**config.mk**
```make
export PLATFORM = sky130hd
export DESIGN_NAME = control_unit_stack
export DESIGN_NICKNAME = d
export VERILOG_FILES = /design/src/rtl/control_unit_stack.sv
export SDC_FILE = /design/constraint.sdc
export NUM_CORES = 1
export LEC_CHECK = 0
export ABC_AREA = 1
export CORE_MARGIN = 2
export CORE_UTILIZATION = 29
export DETAILED_ROUTE_END_ITERATION = 8
export HOLD_SLACK_MARGIN = 0.08
export SYNTH_ARGS = -nofsm -noshare
export SYNTH_HDL_FRONTEND = slang
export SYNTH_SLANG_ARGS = --single-unit
```
**constraint.sdc**
```tcl
create_clock -name clk -period 3.05 [get_ports clk]
set_input_delay 0.4575 -clock clk [delete_from_list [all_inputs] [get_ports clk]]
set_output_delay 0.4575 -clock clk [all_outputs]
set_load 0.05 [all_outputs]
```
**src/rtl/control_unit_stack.sv**
```systemverilog
// Control unit for the accumulator datapath: FSM, PC, instruction register,
// address mux and a return-address stack for CALL/RET.
module control_unit_stack #(
  parameter  int DATA_W      = 16,
  parameter  int ADR_W       = 6,
  parameter  int STACK_DEPTH = 4,
  localparam int SP_W        = $clog2(STACK_DEPTH + 1)
) (
  input  logic              clk,
  input  logic              rst,
  input  logic              ce,
  input  logic              carry,
  input  logic              boot,
  input  logic [DATA_W-1:0] data_in,
  output logic [ADR_W-1:0]  adr,
  output logic              enable_mem,
  output logic              w_mem,
  output logic              load_R1,
  output logic              load_accu,
  output logic              load_carry,
  output logic              clear_carry,
  output logic [2:0]        sel_UAL,
  output logic              stack_err,
  output logic [SP_W-1:0]   sp
);

  typedef enum logic [2:0] {
    S_BOOT, S_FETCH, S_DECODE, S_EXEC, S_LOADR1, S_ALU
  } state_e;

  typedef enum logic [2:0] {
    OP_NOR = 3'b000, OP_ADD = 3'b001, OP_STA = 3'b010, OP_JCC = 3'b011,
    OP_LDA = 3'b100, OP_JMP = 3'b101, OP_CALL = 3'b110, OP_RET = 3'b111
  } op_e;

  state_e           r_state;
  state_e           w_next_state;
  logic [ADR_W-1:0] r_pc;
  op_e              r_ri_op;
  logic [ADR_W-1:0] r_ri_opd;
  logic [SP_W-1:0]  r_sp;
  logic             r_stack_err;
  // Sized to the full index range so sp selects an entry without width games.
  logic [ADR_W-1:0] r_stack [2**SP_W];

  op_e              w_op;
  logic [ADR_W-1:0] w_operand;
  logic             w_unused_bits;
  logic             w_full;
  logic             w_empty;
  logic             w_push;
  logic [SP_W-1:0]  w_sp_dec;

  logic [ADR_W-1:0] w_adr;
  logic             w_en_mem;
  logic             w_wr_mem;
  logic             w_ld_r1;
  logic             w_ld_accu;
  logic             w_ld_carry;
  logic             w_clr_carry;
  logic [2:0]       w_sel;

  assign w_op          = op_e'(data_in[DATA_W-1 -: 3]);
  assign w_operand     = data_in[ADR_W-1:0];
  assign w_unused_bits = ^data_in;
  assign w_full        = (r_sp == SP_W'(STACK_DEPTH));
  assign w_empty       = (r_sp == '0);
  assign w_sp_dec      = r_sp - SP_W'(1);
  assign w_push        = ce && !boot && (r_state == S_EXEC) &&
                         (r_ri_op == OP_CALL) && !w_full;

  // NOTE: every output of this block gets a default before the case, so no
  // path leaves a signal unassigned and no latch can be inferred.
  always_comb begin
    w_next_state = r_state;
    w_adr        = r_pc;
    w_en_mem     = 1'b0;
    w_wr_mem     = 1'b0;
    w_ld_r1      = 1'b0;
    w_ld_accu    = 1'b0;
    w_ld_carry   = 1'b0;
    w_clr_carry  = 1'b0;
    w_sel        = 3'b000;
    unique case (r_state)
      S_BOOT:   if (!boot) w_next_state = S_FETCH;
      S_FETCH: begin
        w_en_mem     = 1'b1;
        w_next_state = S_DECODE;
      end
      S_DECODE: w_next_state = S_EXEC;
      S_EXEC: begin
        w_adr        = r_ri_opd;
        w_next_state = S_FETCH;
        case (r_ri_op)
          OP_NOR, OP_ADD, OP_LDA: begin
            w_en_mem     = 1'b1;
            w_next_state = S_LOADR1;
          end
          OP_STA: begin
            w_en_mem = 1'b1;
            w_wr_mem = 1'b1;
          end
          OP_JCC:  w_clr_carry = carry;
          default: ;
        endcase
      end
      S_LOADR1: begin
        w_adr        = r_ri_opd;
        w_ld_r1      = 1'b1;
        w_next_state = S_ALU;
      end
      S_ALU: begin
        w_adr        = r_ri_opd;
        w_ld_accu    = 1'b1;
        w_ld_carry   = (r_ri_op == OP_ADD);
        w_sel        = r_ri_op;
        w_next_state = S_FETCH;
      end
      default: w_next_state = S_BOOT;
    endcase
    if (boot) w_next_state = S_BOOT;
  end

  // NOTE: state registers use non-blocking assignments so all flops sample
  // pre-edge values regardless of process evaluation order.
  always_ff @(posedge clk or negedge rst) begin
    if (!rst)    r_state <= S_BOOT;
    else if (ce) r_state <= w_next_state;
  end

  always_ff @(posedge clk or negedge rst) begin
    if (!rst) begin
      r_pc        <= '0;
      r_ri_op     <= OP_NOR;
      r_ri_opd    <= '0;
      r_sp        <= '0;
      r_stack_err <= 1'b0;
    end else if (ce) begin
      if (boot || r_state == S_BOOT) begin
        r_pc <= '0;
      end else begin
        case (r_state)
          S_DECODE: begin
            r_ri_op  <= w_op;
            r_ri_opd <= w_operand;
            r_pc     <= r_pc + ADR_W'(1);
          end
          S_EXEC: begin
            case (r_ri_op)
              OP_JCC: if (!carry) r_pc <= r_ri_opd;
              OP_JMP: r_pc <= r_ri_opd;
              OP_CALL: begin
                r_pc <= r_ri_opd;
                if (w_full) r_stack_err <= 1'b1;
                else        r_sp        <= r_sp + SP_W'(1);
              end
              OP_RET: begin
                if (w_empty) begin
                  r_stack_err <= 1'b1;
                end else begin
                  r_pc <= r_stack[w_sp_dec];
                  r_sp <= w_sp_dec;
                end
              end
              default: ;
            endcase
          end
          default: ;
        endcase
      end
    end
  end

  // NOTE: stack storage has no reset; sp alone defines which entries are live.
  always_ff @(posedge clk) begin
    if (w_push) r_stack[r_sp] <= r_pc;
  end

  assign adr         = w_adr;
  assign sel_UAL     = w_sel;
  assign enable_mem  = w_en_mem    & ce;
  assign w_mem       = w_wr_mem    & ce;
  assign load_R1     = w_ld_r1     & ce;
  assign load_accu   = w_ld_accu   & ce;
  assign load_carry  = w_ld_carry  & ce;
  assign clear_carry = w_clr_carry & ce;
  assign stack_err   = r_stack_err;
  assign sp          = r_sp;

endmodule

```
==> results of run 1 <==
==> registers in the layout, summed over array words and instances, names as in the netlist <==
signal / count
sp: 3
r_state: 3
r_stack: 48
r_ri_op: 3
stack_err: 1
r_ri_opd: 6
r_pc: 6
==> layout by cell type (no fill, tap or decap), types with 2 or more instances in the layout <==
master	instances
nand2_1	105
edfxtp_1	48
nand3_1	40
inv_1	39
clkdlybuf4s50_1	29
dfrtp_1	22
nor2_1	17
buf_4	15
o21ai_0	13
a21oi_1	12
nor3_1	11
clkbuf_16	9
mux2_2	8
inv_2	6
nor2_4	6
nand2_2	4
ha_1	4
mux2_4	3
xor2_1	3
clkinvlp_4	3
nand3_4	2
nand4_1	2
xnor2_1	2
==> through the flow <==
step / hold WS (ns) / instances / util, % / cell area [µm²] / setup WS, ns
5_1_grt: 0.4988 / 564 / 36.03 / 4309 / 0.01385
6_report: 0.4769 / 564 / 36.03 / 4309 / 0.1358
3_5_place_dp: 0.4722 / 549 / 33.81 / 4044 / 0.4476
4_1_cts: 0.4851 / 564 / 36.03 / 4309 / 0.1204
3_3_place_gp: 0.4790 / 549 / 33.81 / 4044 / 0.4236
2_1_floorplan: 0.1619 / 369 / - / 3530 / 0.2574
==> critical path, delay by kind of cell, from the launching register on <==
kind                   cells  cell delay (ns)
buffers and inverters      2             0.89
flip-flops                 1             0.41
multiplexers               1             0.35
AND/OR/NAND/NOR            2             0.48
==> worst paths after layout <==
path	end	depth (start not counted)
max in group asynchronous	r_pc[1]	2
min	r_ri_opd[0]	2
max	adr[1]	5
min in group clk	stack_err	1
min reg2reg	stack_err	1
max reg2reg	r_pc[1]	10
==> power by group through the flow <==
stage          Clock (W)  Sequential (W)  Combinational [W]
2_1_floorplan          0         0.00128           0.000928
3_3_place_gp           0         0.00125            0.00128
3_5_place_dp           0         0.00125            0.00130
4_1_cts         0.000949         0.00124            0.00130
5_1_grt         0.000994         0.00126            0.00143
6_report        0.000926         0.00124            0.00128
==> logic make-up (layout without fill, tap and decap cells) <==
group | after synthesis | in the layout | share of synthesized area [%]
compound gates | 32 | 32 | 4.928
buf+inv | 56 | 104 | 6.842
mux | 11 | 11 | 3.828
flops | 70 | 70 | 56.43
simple gates | 191 | 191 | 25.31
xor+xnor | 5 | 5 | 1.241
fa+ha+maj | 4 | 4 | 1.418
==> layout make-up <==
class | instances | area, µm²
Fill cell | 1198 | 7652
Sequential cell | 70 | 1992
Multi-Input combinational cell | 243 | 1296
Timing Repair Buffer | 44 | 402.9
Clock buffer | 9 | 225.2
Tap cell | 147 | 183.9
Inverter | 45 | 168.9
Clock inverter | 6 | 40.04
==> per-layer routing <==
metal,wire length (µm),part of all wire (%),up-vias,track usage (%)
li1,-,-,1309,-
met5,0,0,-,0
met3,288,3.7,7,2.912
met4,87,1.1,0,3.902
met2,3868,50,50,22.50
met1,3529,45,1239,15.65
==> impl_results.md, run 1 <==
* Initial antenna violation count at 0
* H-Tree Level Count at 3
* Setup_tns at 0 ns
* Crit. End Element: primary output
* Flop pwr share at a little over a third
* Reg2Reg Setup Slack at 0.83 ns
* Number of setup buffers added after CTS at 0
* Share of cells above drive strength 1 at between 10% and 20%
* Cell taking the most area after synthesis: edfxtp_1
* Core ar. at approximately 12000 µm²
* Clock power frac at roughly 27%
* Vias per cell at ~4.6
* Wire length of the first global-routing pass at around 13 mm
* DR iter-0 viols at roughly 140
* Post-CTS Hold Buffers at 0
* Clk_skew at between 0.004 and 0.005 ns
* Number of flops mapped to enable cells by yosys at 48
* Antenna-violating nets left at 0
* Crit share post-route at a little over nine tenths
* Crit path max fanout at 17
* Top cells by area, synth: edfxtp_1 41%, dfrtp_1 16%, nand2_1 11%
* Via count at between 2k and 3k
* Post-synthesis area per instance at around 9.6 µm²
* Yosys warns at 0
* Seq/Total Area, Yosys at 56.43%
* Starting Density at 29.51%
* GPL Wtd Cong at between 0.8 and 0.9
* Pwr dens at 800.2 nW/µm²
* Int Pwr at roughly 0.0021 W
* Async S/R FF share, synth at approximately a third
* Synth top area share at approximately two fifths
* Final hold violation count at 0
* Maxcap violations at 0
* Critical Path RT at roughly 2.6 ns
* Post-cts gate resize count at 0
* Slowest library cell on the worst path: clkdlybuf4s50_1
* Avg WL per Cell at roughly 14 µm
* Unrepaired setup endpoints after global routing: no
* Gr usage total at 12.80%
* Vias in the first global route at ~2.6k
* Top cells by count, synth: 105 x nand2_1, 48 x edfxtp_1, 40 x nand3_1, 39 x inv_1, 22 x dfrtp_1
* HP Class: input pin to async pin
* Crit path kind: flop to primary output
* Clock Tree Buf Depth at 2
* Switching share of power at 39.95%
* Dpl hpwl at about 5.4 mm
* Row count at 40
* TritonCTS clock tree: yes
* Number of remaining DRC errors at 0
* Worst Setup SP: r_state[2]
* Remaining Overflow, GRT at 0
* Syn_nets at slightly below 400
* Clock-pin slew on the worst setup and hold paths at about 0.05 ns
* Count leader, synth: nand2_1
* Synth Register Bits at 70
* Reg-to-reg startpoint: sp[1]
* Mapped Area at 3530 µm²
* Die Height at roughly 110 µm
* Distinct cells, synth at 34
* Clock Tree Root: clkbuf_16
* Status: finished clean
* Mapped Cells at between 300 and 400
* Largest net degree at the start of global routing at 29
* Startpoint types: flop
* Worst-Margin Slew at a little over 0.5 ns
* Die width at around 110 µm
* Area Overhead vs Synth at 22.08%
* CP max stage delay at about 0.70 ns
* Switch Pwr at between 0.001 and 0.0015 W
* TritonRoute pass-1 iters at 4
* Tmin final at slightly below 3 ns
* WL final at between 7 and 8 mm
* Combinational share of power at 37.2%
* Crit path DAT at 2.46 ns
* Ports at 40
* Full die area at 13070 µm²
* Max Freq at approximately 340 MHz
* Layout Nets at 438
* Number of port buffers at 32
* Most used DFF post-synth: edfxtp_1
* Critical-path cell list: inv_1 -> nand3_4 -> nand2_2 -> mux2_2 -> clkdlybuf4s50_1
* Clock Latency Late Sink at 0.33 ns
* Relative slew slack at ~66%
* Num Clock Sinks at 70
* Leak at approximately 1.8 nW
* CTS buffer count at 9
* Slew Limit Fails at 0
* Setup violations, final at 0
* Max VDD drop at ~0.40 mV
* Total power at between 0.003 and 0.004 W
* Number of antenna diodes at 0
No activity file was read; power rests on OpenSTA's default activity.
==> run 2: changes to the inputs <==
--- a/config.mk
+++ b/config.mk
@@ -5,7 +5,7 @@
 export SDC_FILE = /design/constraint.sdc
 export NUM_CORES = 1
 export LEC_CHECK = 0
-export ABC_AREA = 1
+export ABC_AREA = 0
 export CORE_MARGIN = 2
 export CORE_UTILIZATION = 29
 export DETAILED_ROUTE_END_ITERATION = 8
==> run 2 against run 1 <==
Compared with the run above: routed wire length down 6.6%; die area down 6.4%; utilization up 1.3 points; highest routed layer unchanged; cell count down 24%; critical path type unchanged; critical path depth down 2; register-to-register slack worse by 0.47 ns; sequential power about the same; non-clock buffer count up 4; first-iteration DRC count down 9.2%; setup slack better by 0.18 ns.
==> impl_results.md, run 2 <==
* Status: finished clean
* Startpoint types: flop
* Slowest library cell on the worst path: clkdlybuf4s50_1
* Maxcap violations at 0
* CTS buffer count at 9
* R2R depth at 7
* Biggest register: r_stack
* Antenna-violating nets left at 0
* GPL Wtd Cong at roughly 0.77
* Max VDD drop at 0.3678 mV
* Critical Path RT at around 2.6 ns
* Crit path max fanout at 12
* TritonCTS clock tree: yes
* Leak at 1.516 nW
* Crit share post-route at between 80% and 90%
* Clock-pin slew on the worst setup and hold paths at ~0.060 ns
* WL final at between 7 and 8 mm
* Largest regs: r_stack (48), r_pc (6), r_ri_opd (6)
* Most common cell after layout, fill and taps aside: edfxtp_1
* Die width at around 110 µm
* Clock Tree Buf Depth at 2
* Setup WS post-layout at 0.3112 ns
* Worst R2R End: r_pc[3]
* Core ar. at between 10000 and 15000 µm²
* Remaining Overflow, GRT at 0
* Crit. End Element: primary output
* Number of flops mapped to enable cells by yosys at 48
* Total power at between 0.002 and 0.003 W
* Clk_skew at 0.005862 ns
* Post-synthesis area per instance at about 14 µm²
* Layout Nets at between 300 and 400
* Post-cts gate resize count at 0
* Setup violations, final at 0
* Num Clock Sinks at 70
* Number of port buffers at 32
* Initial antenna violation count at 0
* Clock Latency Late Sink at around 0.33 ns
* Wire length of the first global-routing pass at around 12 mm
* HP Class: input pin to async pin
* Starting Density at around 30%
* Yosys warns at 0
* Mapped Area at between 3000 and 4000 µm²
* Full die area at 12230 µm²
* Top cells by area, synth: edfxtp_1 44%, dfrtp_1 17%, mux2_2 5.1%
* Commonest non-fill, non-tap cells in the layout: 48 x edfxtp_1, 26 x buf_4, 24 x nor2_1, 22 x clkdlybuf4s50_1, 22 x dfrtp_1
* Async S/R FF share, synth at 31.43%
* Synth Register Bits at 70
* Largest net degree at the start of global routing at 23
* Die Height at 110.6 µm
* Relative slew slack at around 62%
* Max reg flops at 48
* Vias in the first global route at between 2k and 2.5k
* Number of setup buffers added after CTS at 0
* Max Freq at 365.1 MHz
* Vias per cell at between 5 and 6
* Dpl hpwl at slightly below 5 mm
* Cell taking the most area after synthesis: edfxtp_1
* Clock Tree Root: clkbuf_16
* Crit path kind: flop to primary output
* Via count at between 2k and 2.5k
* Distinct cells, synth at 44
* Worst-case hold slack at approximately 0.47 ns
* Number of antenna diodes at 0
* Number of remaining DRC errors at 0
* Final Util at between 30 and 40%
* Reg2Reg Setup Slack at around 0.36 ns
* Setup WS pre-CTS at approximately 0.41 ns
* Slew Limit Fails at 0
* Unrepaired setup endpoints after global routing: no
* Ports at 40
* CP max stage delay at approximately 0.80 ns
* H-Tree Level Count at 3
* Row count at 38
* Top cells by count, synth: 48 x edfxtp_1, 24 x nor2_1, 22 x dfrtp_1, 20 x nand2_1, 15 x mux2_2
* Syn_nets at roughly 260
* Tmin final at approximately 2.7 ns
* Setup_tns at 0 ns
* Pwr dens at around 670 nW/µm²
* Count leader, synth: edfxtp_1
* Area Overhead vs Synth at 24.34%
* Share of cells above drive strength 1 at 22.49%
* Synth top area share at 43.75%
* Seq/Total Area, Yosys at 60.46%
* Mapped Cells at 238
* Final hold violation count at 0
* Critical-path cell list: nor2b_1 -> and3_1 -> clkdlybuf4s50_1
* Most used DFF post-synth: edfxtp_1
* Worst-Margin Slew at approximately 0.56 ns
* Post-CTS Hold Buffers at 0
* TritonRoute pass-1 iters at 4
* Reg-to-reg startpoint: sp[1]
* DR iter-0 viols at around 130
* Gr usage total at roughly an eighth
* Crit path DAT at 2.28 ns
* Avg WL per Cell at between 15 and 20 µm
-- run 2: cell families after synthesis --
logic type	count (synthesis)	synth area share (%)
AO/OA/AOI/OAI	35	7.862
XOR/XNOR	6	2.165
adder cells (fa/ha/maj)	5	1.823
buffers and inverters	19	2.506
flip-flops	70	60.46
multiplexers	28	14.32
AND/OR/NAND/NOR	75	10.86
-- run 2: per-stage QoR --
| step | cell area, µm² | std cells |
|---|---|---|
| after global routing | 4096 | 429 |
| after detailed placement | 3825 | 413 |
| final | 4096 | 429 |
| after CTS | 4096 | 429 |
| after global placement | 3825 | 413 |
| after floorplan | 3294 | 238 |
-- run 2: critical path, delay by kind of cell, from the launching register on --
family,cells,cell delay (ns)
and+or+nand+nor,2,0.62
buffers and inverters,1,0.80
DFF,1,0.52
-- run 2: final cells by class --
cell class	instances	area, µm²
clock inverter	7	46.29
sequential	70	1992
tap	140	175.2
multi-input combinational	149	1220
clock buffer	9	225.2
timing repair buffer	48	415.4
inverter	6	22.52
fill	1040	6887
-- run 2: where the power goes --
group,switching [W],internal (W),total (W)
clock,0.000406,0.000549,0.000955
combinational,0.000290,0.000248,0.000538
sequential,0.000151,0.00111,0.00126
total,0.000847,0.00190,0.00275
-- run 2: how the worst max path moves through the flow --
stage / from / end / slack [ns] / depth (start not counted)
after detailed placement: boot / r_stack[1][5] / 0.41 / 7
after floorplan: sp[0] / r_pc[2] / 0.13 / 8
after CTS: r_state[1] / load_accu / 0.33 / 3
after global routing: sp[1] / r_pc[4] / 0.20 / 7
after global placement: boot / r_stack[1][5] / 0.37 / 7
final: r_state[1] / load_accu / 0.31 / 3
-- run 2: layer usage --
| metal | wire [µm] | track usage [%] | vias up | share of wire (%) |
|---|---|---|---|---|
| li1 | - | - | 1008 | - |
| met1 | 3315 | 15.35 | 1117 | 46 |
| met2 | 3419 | 18.98 | 63 | 47 |
| met3 | 365 | 3.897 | 17 | 5.0 |
| met4 | 161 | 5.917 | 0 | 2.2 |
| met5 | 0 | 0 | - | 0 |
